**config.mk**
```make
export PLATFORM = sky130hd
export DESIGN_NAME = sdram_op_arbiter
export DESIGN_NICKNAME = d
export VERILOG_FILES = /design/src/rtl/sdram_pkg.sv /design/src/rtl/sdram_ref_timer.sv /design/src/rtl/sdram_op_arbiter.sv
export SDC_FILE = /design/constraint.sdc
export NUM_CORES = 1
export LEC_CHECK = 0
export CORE_ASPECT_RATIO = 2
export CORE_MARGIN = 1.5
export CORE_UTILIZATION = 42
export CTS_CLUSTER_SIZE = 16
export DETAILED_ROUTE_END_ITERATION = 6
export GPL_TIMING_DRIVEN = 0
export MAX_ROUTING_LAYER = met4
export PLACE_DENSITY = 0.81
export SLEW_MARGIN = 20
export SYNTH_ARGS = -nofsm -noshare
export SYNTH_HDL_FRONTEND = slang
export SYNTH_SLANG_ARGS = --single-unit
```
**constraint.sdc**
```tcl
create_clock -name clk_ref -period 2.2 [get_ports clk_ref]
set_clock_uncertainty 0.05 [all_clocks]
set_input_delay 0.66 -clock clk_ref [delete_from_list [all_inputs] [get_ports clk_ref]]
set_output_delay 0.66 -clock clk_ref [all_outputs]
set_load 0.05 [all_outputs]
```
**src/rtl/sdram_pkg.sv**
```systemverilog
// Shared types and constants for the SDRAM operation arbiter.
package sdram_pkg;

  localparam int unsigned ADDR_W    = 24;
  localparam int unsigned LEN_W     = 10;
  localparam int unsigned REF_CNT_W = 16;
  localparam int unsigned DEBT_W    = 4;
  localparam int unsigned TMO_W     = 10;

  localparam int unsigned REF_PERIOD_DEF   = 781;
  localparam int unsigned REF_MAX_PEND_DEF = 8;
  localparam int unsigned REF_URGENT_DEF   = 4;
  localparam int unsigned STARVE_LIMIT_DEF = 4;
  localparam int unsigned GAP_CYCLES_DEF   = 2;
  localparam int unsigned OP_TIMEOUT_DEF   = 1023;

  typedef enum logic [1:0] {
    OP_NONE = 2'b00,
    OP_WR   = 2'b01,
    OP_RD   = 2'b10,
    OP_REF  = 2'b11
  } op_type_e;

  typedef enum logic [1:0] {
    ST_IDLE = 2'b00,
    ST_RUN  = 2'b01,
    ST_GAP  = 2'b10
  } state_e;

  typedef struct packed {
    op_type_e            kind;
    logic [ADDR_W-1:0]   addr;
    logic [LEN_W-1:0]    len;
  } op_desc_t;

  // Build the launch descriptor for a winner; refresh carries no address/length.
  function automatic op_desc_t pick_desc(
    input op_type_e          kind,
    input logic [ADDR_W-1:0] wa,
    input logic [LEN_W-1:0]  wl,
    input logic [ADDR_W-1:0] ra,
    input logic [LEN_W-1:0]  rl
  );
    op_desc_t d;
    d.kind = kind;
    d.addr = '0;
    d.len  = '0;
    if (kind == OP_WR) begin
      d.addr = wa;
      d.len  = wl;
    end else if (kind == OP_RD) begin
      d.addr = ra;
      d.len  = rl;
    end
    return d;
  endfunction

endpackage

```
**src/rtl/sdram_ref_timer.sv**
```systemverilog
// Refresh tick generator and outstanding-refresh debt counter.
module sdram_ref_timer
  import sdram_pkg::*;
#(
  parameter int unsigned REF_PERIOD   = REF_PERIOD_DEF,
  parameter int unsigned REF_MAX_PEND = REF_MAX_PEND_DEF
) (
  input  logic              clk_ref,
  input  logic              rst,
  input  logic              init_done,
  input  logic              ref_done,
  output logic [DEBT_W-1:0] debt,
  output logic              ref_overdue
);

  logic [REF_CNT_W-1:0] tick_cnt;
  logic                 tick_c;
  logic [DEBT_W-1:0]    debt_next;

  assign tick_c = init_done && (tick_cnt == REF_CNT_W'(REF_PERIOD - 1));

  // Debt next value: a tick and a completion on the same cycle cancel out.
  always_comb begin
    debt_next = debt;
    if (tick_c && !ref_done) begin
      if (debt != DEBT_W'(REF_MAX_PEND)) debt_next = debt + 1'b1;
    end else if (!tick_c && ref_done) begin
      if (debt != '0) debt_next = debt - 1'b1;
    end
  end

  // Period counter runs only once the SDRAM is initialised.
  always_ff @(posedge clk_ref) begin
    if (rst) begin
      tick_cnt <= '0;
    end else if (init_done) begin
      tick_cnt <= tick_c ? '0 : tick_cnt + 1'b1;
    end
  end

  // Debt register and its saturation flag.
  always_ff @(posedge clk_ref) begin
    if (rst) begin
      debt        <= '0;
      ref_overdue <= 1'b0;
    end else begin
      debt        <= debt_next;
      ref_overdue <= (debt_next == DEBT_W'(REF_MAX_PEND));
    end
  end

endmodule

```
**src/rtl/sdram_op_arbiter.sv**
```systemverilog
// Serialises write, read and refresh requests onto the single SDRAM command engine.
module sdram_op_arbiter
  import sdram_pkg::*;
#(
  parameter int unsigned REF_PERIOD   = REF_PERIOD_DEF,
  parameter int unsigned REF_MAX_PEND = REF_MAX_PEND_DEF,
  parameter int unsigned REF_URGENT   = REF_URGENT_DEF,
  parameter int unsigned STARVE_LIMIT = STARVE_LIMIT_DEF,
  parameter int unsigned GAP_CYCLES   = GAP_CYCLES_DEF,
  parameter int unsigned OP_TIMEOUT   = OP_TIMEOUT_DEF
) (
  input  logic              clk_ref,
  input  logic              rst,
  input  logic              init_done,
  input  logic              wr_req,
  input  logic [ADDR_W-1:0] wr_addr,
  input  logic [LEN_W-1:0]  wr_len,
  input  logic              rd_req,
  input  logic [ADDR_W-1:0] rd_addr,
  input  logic [LEN_W-1:0]  rd_len,
  output logic              op_start,
  output logic [1:0]        op_type,
  output logic [ADDR_W-1:0] op_addr,
  output logic [LEN_W-1:0]  op_len,
  input  logic              op_done,
  output logic              wr_grant,
  output logic              rd_grant,
  output logic              busy,
  output logic              ref_overdue,
  output logic              op_timeout_err
);

  localparam int unsigned STREAK_W = $clog2(STARVE_LIMIT + 1);
  localparam int unsigned GAP_W    = (GAP_CYCLES > 1) ? $clog2(GAP_CYCLES) : 1;

  state_e              state;
  op_desc_t            desc;
  logic [TMO_W-1:0]    tmo_cnt;
  logic [GAP_W-1:0]    gap_cnt;
  logic [STREAK_W-1:0] streak;
  logic [DEBT_W-1:0]   debt;

  logic                expire_c;
  logic                finish_c;
  logic                ref_done_c;
  op_type_e            win_c;
  op_desc_t            desc_c;

  sdram_ref_timer #(
    .REF_PERIOD   (REF_PERIOD),
    .REF_MAX_PEND (REF_MAX_PEND)
  ) u_ref_timer (
    .clk_ref     (clk_ref),
    .rst         (rst),
    .init_done   (init_done),
    .ref_done    (ref_done_c),
    .debt        (debt),
    .ref_overdue (ref_overdue)
  );

  assign op_type = desc.kind;
  assign op_addr = desc.addr;
  assign op_len  = desc.len;

  // Completion: op_done wins over a same-cycle timeout expiry.
  always_comb begin
    expire_c   = (state == ST_RUN) && !op_done && (tmo_cnt == TMO_W'(OP_TIMEOUT));
    finish_c   = (state == ST_RUN) && (op_done || expire_c);
    ref_done_c = finish_c && (desc.kind == OP_REF);
  end

  // Fixed-priority arbitration with refresh urgency and read anti-starvation.
  always_comb begin
    win_c = OP_NONE;
    if (init_done) begin
      if (debt >= DEBT_W'(REF_URGENT)) begin
        win_c = OP_REF;
      end else if (wr_req && !((streak >= STREAK_W'(STARVE_LIMIT)) && rd_req)) begin
        win_c = OP_WR;
      end else if (rd_req) begin
        win_c = OP_RD;
      end else if (debt != '0) begin
        win_c = OP_REF;
      end
    end
    desc_c = pick_desc(win_c, wr_addr, wr_len, rd_addr, rd_len);
  end

  // Operation FSM with registered descriptor, grants, streak and timeout counters.
  always_ff @(posedge clk_ref) begin
    if (rst) begin
      state          <= ST_IDLE;
      desc           <= '0;
      op_start       <= 1'b0;
      wr_grant       <= 1'b0;
      rd_grant       <= 1'b0;
      busy           <= 1'b0;
      op_timeout_err <= 1'b0;
      tmo_cnt        <= '0;
      gap_cnt        <= '0;
      streak         <= '0;
    end else begin
      op_start <= 1'b0;
      case (state)
        ST_IDLE: begin
          if (win_c != OP_NONE) begin
            state    <= ST_RUN;
            op_start <= 1'b1;
            desc     <= desc_c;
            wr_grant <= (win_c == OP_WR);
            rd_grant <= (win_c == OP_RD);
            busy     <= 1'b1;
            tmo_cnt  <= '0;
            if (win_c == OP_RD) begin
              streak <= '0;
            end else if ((win_c == OP_WR) && rd_req && (streak < STREAK_W'(STARVE_LIMIT))) begin
              streak <= streak + 1'b1;
            end
          end
        end
        ST_RUN: begin
          if (finish_c) begin
            desc.kind <= OP_NONE;
            wr_grant  <= 1'b0;
            rd_grant  <= 1'b0;
            if (expire_c) op_timeout_err <= 1'b1;
            if (GAP_CYCLES == 0) begin
              state <= ST_IDLE;
              busy  <= 1'b0;
            end else begin
              state   <= ST_GAP;
              gap_cnt <= '0;
            end
          end else begin
            tmo_cnt <= tmo_cnt + 1'b1;
          end
        end
        ST_GAP: begin
          if (gap_cnt == GAP_W'(GAP_CYCLES - 1)) begin
            state <= ST_IDLE;
            busy  <= 1'b0;
          end else begin
            gap_cnt <= gap_cnt + 1'b1;
          end
        end
        default: begin
          state <= ST_IDLE;
          busy  <= 1'b0;
        end
      endcase
    end
  end

endmodule

```
==> run summary <==
The tools report the count of H-tree levels built during CTS as 3. The clock-pin transition on the worst setup and hold timing paths was 60 ps; the total congestion overflow after global routing was 0. In the routed layout, each cell is associated on average with a via count of 5.732. For the number of top-level pins, the log shows 116. The run finished, with violations left. After synthesis, the cell types taking the most area are dfxtp_1 44%, nor2_1 8.7%, a22oi_1 8.1%. The clock insertion delay at the later pin of the skew report came out at 340 ps.

The die area is 0.009017 sq mm, and the last weighted congestion value of the routability-driven placer is 0.8359. After the first detailed-routing iteration, the DRC count stood at 193. The tools report the cell count after synthesis as 414.

TritonCTS built the clock tree. In the final layout, the multi-input gates occupy 0.001989 sq mm. The highest clock rate was 0.4475 GHz; the switching part of the total power was 30.58%. The die is 132.8 microns tall. The number of synthesized flops with an enable pin works out to 0.

Counting tap cells, the placed design contains a total of 626 instances. Clock tree synthesis inserted a total of 9 buffers. After synthesis the netlist holds a flip-flop and latch count of 78.

Most frequently used flop master after synthesis: dfxtp_1. The tools report the internal power component as 0.002706 W. The run gives 0 as the number of antenna violations at the first check in global routing. From synthesis to final layout, the design area changed by 51.66%. The worst max-slew margin expressed relative to the limit was 52.94%; the minimum clock period was 2235 ps. Fill cells in the final layout number 676. The repair_antennas step left the layout with diodes totalling 0.

In this run the cell area of the synthesized design comes to 0.003538 sq mm. The worst hold path begins at op_addr[4]. The commonest cells after synthesis are 82 x nor2_1, 78 x dfxtp_1, 38 x a22oi_1.

The most frequent cell after synthesis is nor2_1. Buffer levels on the longest clock path: 2. Number of non-filler instances in the completed layout: 653. The checks that failed: negative setup slack. Of the total power, registers draw 39.6%. In this run, the combinational gates consume 21.8% of the power. Of the synthesized area, sequential elements account for 44.13%. The register-to-register path setup slack is -30 ps, and the wire length reported by the detailed router is 11.34 mm. The post-route netlist has 15.32% of its cells at a drive strength greater than 1. Global routing used 26.20% of the available tracks. The number of clock sinks was 78.

The worst setup path is launched from a register. Setup repair after global routing could not meet its margin everywhere. In the routed design, unresolved DRC markers number 0. In the final routed layout, each cell accounts on average for 17.36 microns. Across the VDD grid, the largest voltage drop is 0.4637 mV. The clock root buffer is clkbuf_16. The logs give 0 for the final max-slew violation count and 630 for the final layout net count. The number of different library cells used by synthesis comes to 46. The number of cells on the worst reg-to-reg path came out at 10. The tools report the utilization after layout as 65.18%. The number of buffer cells added on primary ports was 114; the yosys synthesis warning count was 0. The largest total area in the synthesized netlist belongs to dfxtp_1. The worst hold endpoint is op_addr[4]. STA puts the critical path data arrival time at 2410 ps.

The path class of the tightest hold or removal check is reg2reg. The detailed router placed 3743 vias in this run. Initial core utilization: 42.98%.

The wire-length estimate of the detail-placed layout is 8.169 mm. The critical path is of the reg2reg type. The worst setup path is captured at a register. Synthesized net count: 494.

The capturing point of the worst reg2reg path was u_ref_timer.ref_overdue. The die is 67.90 microns wide. After synthesis, the mean cell area works out to 8.547 sq um. Area share of the largest cell type after synthesis: 44.13%. In this run the power density over the cells is 726.3 mW/mm^2.

For the final hold violation count, the log shows 0. In this run the critical register-to-register path is launched from u_ref_timer.tick_cnt[1]. The remaining antenna violation count was 0.

The max-cap violation count is 0, and the largest driver fanout on the critical path is 6. Summed over all cells, the static leakage comes to 2.178 nW. The power share of the clock group was 38.7%; the share of the clock period used by the worst path was 101.6%. The via count of the first global-routing pass was 3779; the post-layout worst setup margin was -34.76 ps. The area taken by flip-flops and latches came out at 0.001580 sq mm. For this run, the detailed router's first-pass iteration total came to 5. The floorplan has 47 rows.

The logs give -1033 ps for the worst setup slack before clock tree synthesis and 17.42 mm for the wire length of the first global-routing pass. After floorplanning, the core was sized to cover 0.008233 sq mm. The net switching power was 0.001192 W. Entering global routing, the biggest net connects 16 pins.

For this run, asynchronously set or reset flops after synthesis account for 0%. The endpoint required time on the critical path came out at 2380 ps. The hold-critical path depth works out to 2. The final count of negative-setup-slack endpoints came out at 1. Pin slew with the least headroom to its limit: 700.5 ps.
==> sequential cells by signal (all words and copies together) (netlist names), 2 cells and up <==
signal	cells
op_addr	24
u_ref_timer.tick_cnt	16
op_len	10
tmo_cnt	10
u_ref_timer.debt	4
streak	3
op_type	2
state	2
==> layer usage <==
layer | global-route usage, % | share of wire, % | up-vias | wire length, microns
met4 | 11.44 | 3.1 | 0 | 353
met5 | - | 0 | - | 0
met3 | 6.803 | 6.0 | 33 | 675
met2 | 48.47 | 58 | 163 | 6560
met1 | 23.60 | 33 | 1778 | 3747
li1 | - | - | 1769 | -
==> cells by family after synthesis <==
| logic type | Yosys count | synth area share (%) |
|---|---|---|
| adder cells (fa/ha/maj) | 6 | 2.122 |
| AND/OR/NAND/NOR | 163 | 22.42 |
| AO/OA/AOI/OAI | 110 | 21.61 |
| flip-flops | 78 | 44.13 |
| XOR/XNOR | 21 | 5.198 |
| buffers and inverters | 34 | 3.961 |
| multiplexers | 2 | 0.5658 |
==> power by group through the flow <==
| stage | Sequential [W] | Combinational (W) | Clock [W] |
|---|---|---|---|
| 4_1_cts | 0.00154 | 0.000821 | 0.00152 |
| 3_3_place_gp | 0.00157 | 0.000824 | 0 |
| 3_5_place_dp | 0.00158 | 0.000834 | 0 |
| 2_1_floorplan | 0.00181 | 0.000248 | 0 |
| 6_report | 0.00154 | 0.000848 | 0.00151 |
| 5_1_grt | 0.00155 | 0.000900 | 0.00158 |
==> cell usage in the layout (no fill, tap or decap), drive strengths merged, types with 11 or more instances in the layout <==
master	Yosys	routed
buf	7	21
nand2	21	21
a21oi	17	17
clkbuf	19	26
clkdlybuf4s50	0	69
a22oi	38	38
inv	8	11
xor2	15	15
nor2	82	82
dlygate4sd2	0	38
dfxtp	78	78
a211oi	36	36
nand3	14	14
==> worst max-delay path, cell delays in order (launching register included) <==
cell      delay, ps
dfxtp_4         360
inv_4            70
ha_4            140
nor3b_4         200
nand3_2          80
or2_1           240
buf_6           140
and3_4          170
and2_4          130
o311a_1         330
and4bb_1        200
==> timing repair <==
action | in CTS | in global routing
hold buffers | 0 | 0
setup endpoints to repair | 105 | 46
endpoints found under the hold margin | 0 | 0
pin swaps | 7 | 12
buffers inserted | 6 | 7
gates resized for setup | 85 | 35
==> how the worst max path moves through the flow <==
| stage | from | to | slack, ps | cells past startpoint |
|---|---|---|---|---|
| 3_3_place_gp | init_done | op_len[2] | -1000 | 7 |
| 4_1_cts | op_len[1] | op_len[1] | 0.1 | 1 |
| 2_1_floorplan | wr_req | tmo_cnt[9] | -10 | 8 |
| 5_1_grt | u_ref_timer.tick_cnt[1] | u_ref_timer.ref_overdue | -70 | 10 |
| 3_5_place_dp | init_done | op_len[2] | -1030 | 7 |
| 6_report | u_ref_timer.tick_cnt[1] | u_ref_timer.ref_overdue | -30 | 10 |
==> per-stage QoR <==
stage | hold slack [ps] | setup TNS [ps] | instance area, sq um | power [W]
2_1_floorplan | 419.5 | -13.54 | 3570 | 0.002055
3_3_place_gp | 418.1 | -47570 | 4833 | 0.002395
3_5_place_dp | 440.3 | -49990 | 4833 | 0.002410
4_1_cts | 447.8 | 0 | 5254 | 0.003889
5_1_grt | 461.4 | -151.3 | 5366 | 0.004031
6_report | 442.9 | -34.76 | 5366 | 0.003898
==> area by class of cell <==
cell class	count	share of cell area (%)
plain buffers	24	2.471
clock buffers	9	4.197
clock inverters	7	1.469
inverters	8	0.6995
multi-input cells	302	37.07
flip-flops and latches	78	29.45
well taps	98	2.285
repair buffers	127	22.36
Power figures use the tool's default switching activity.
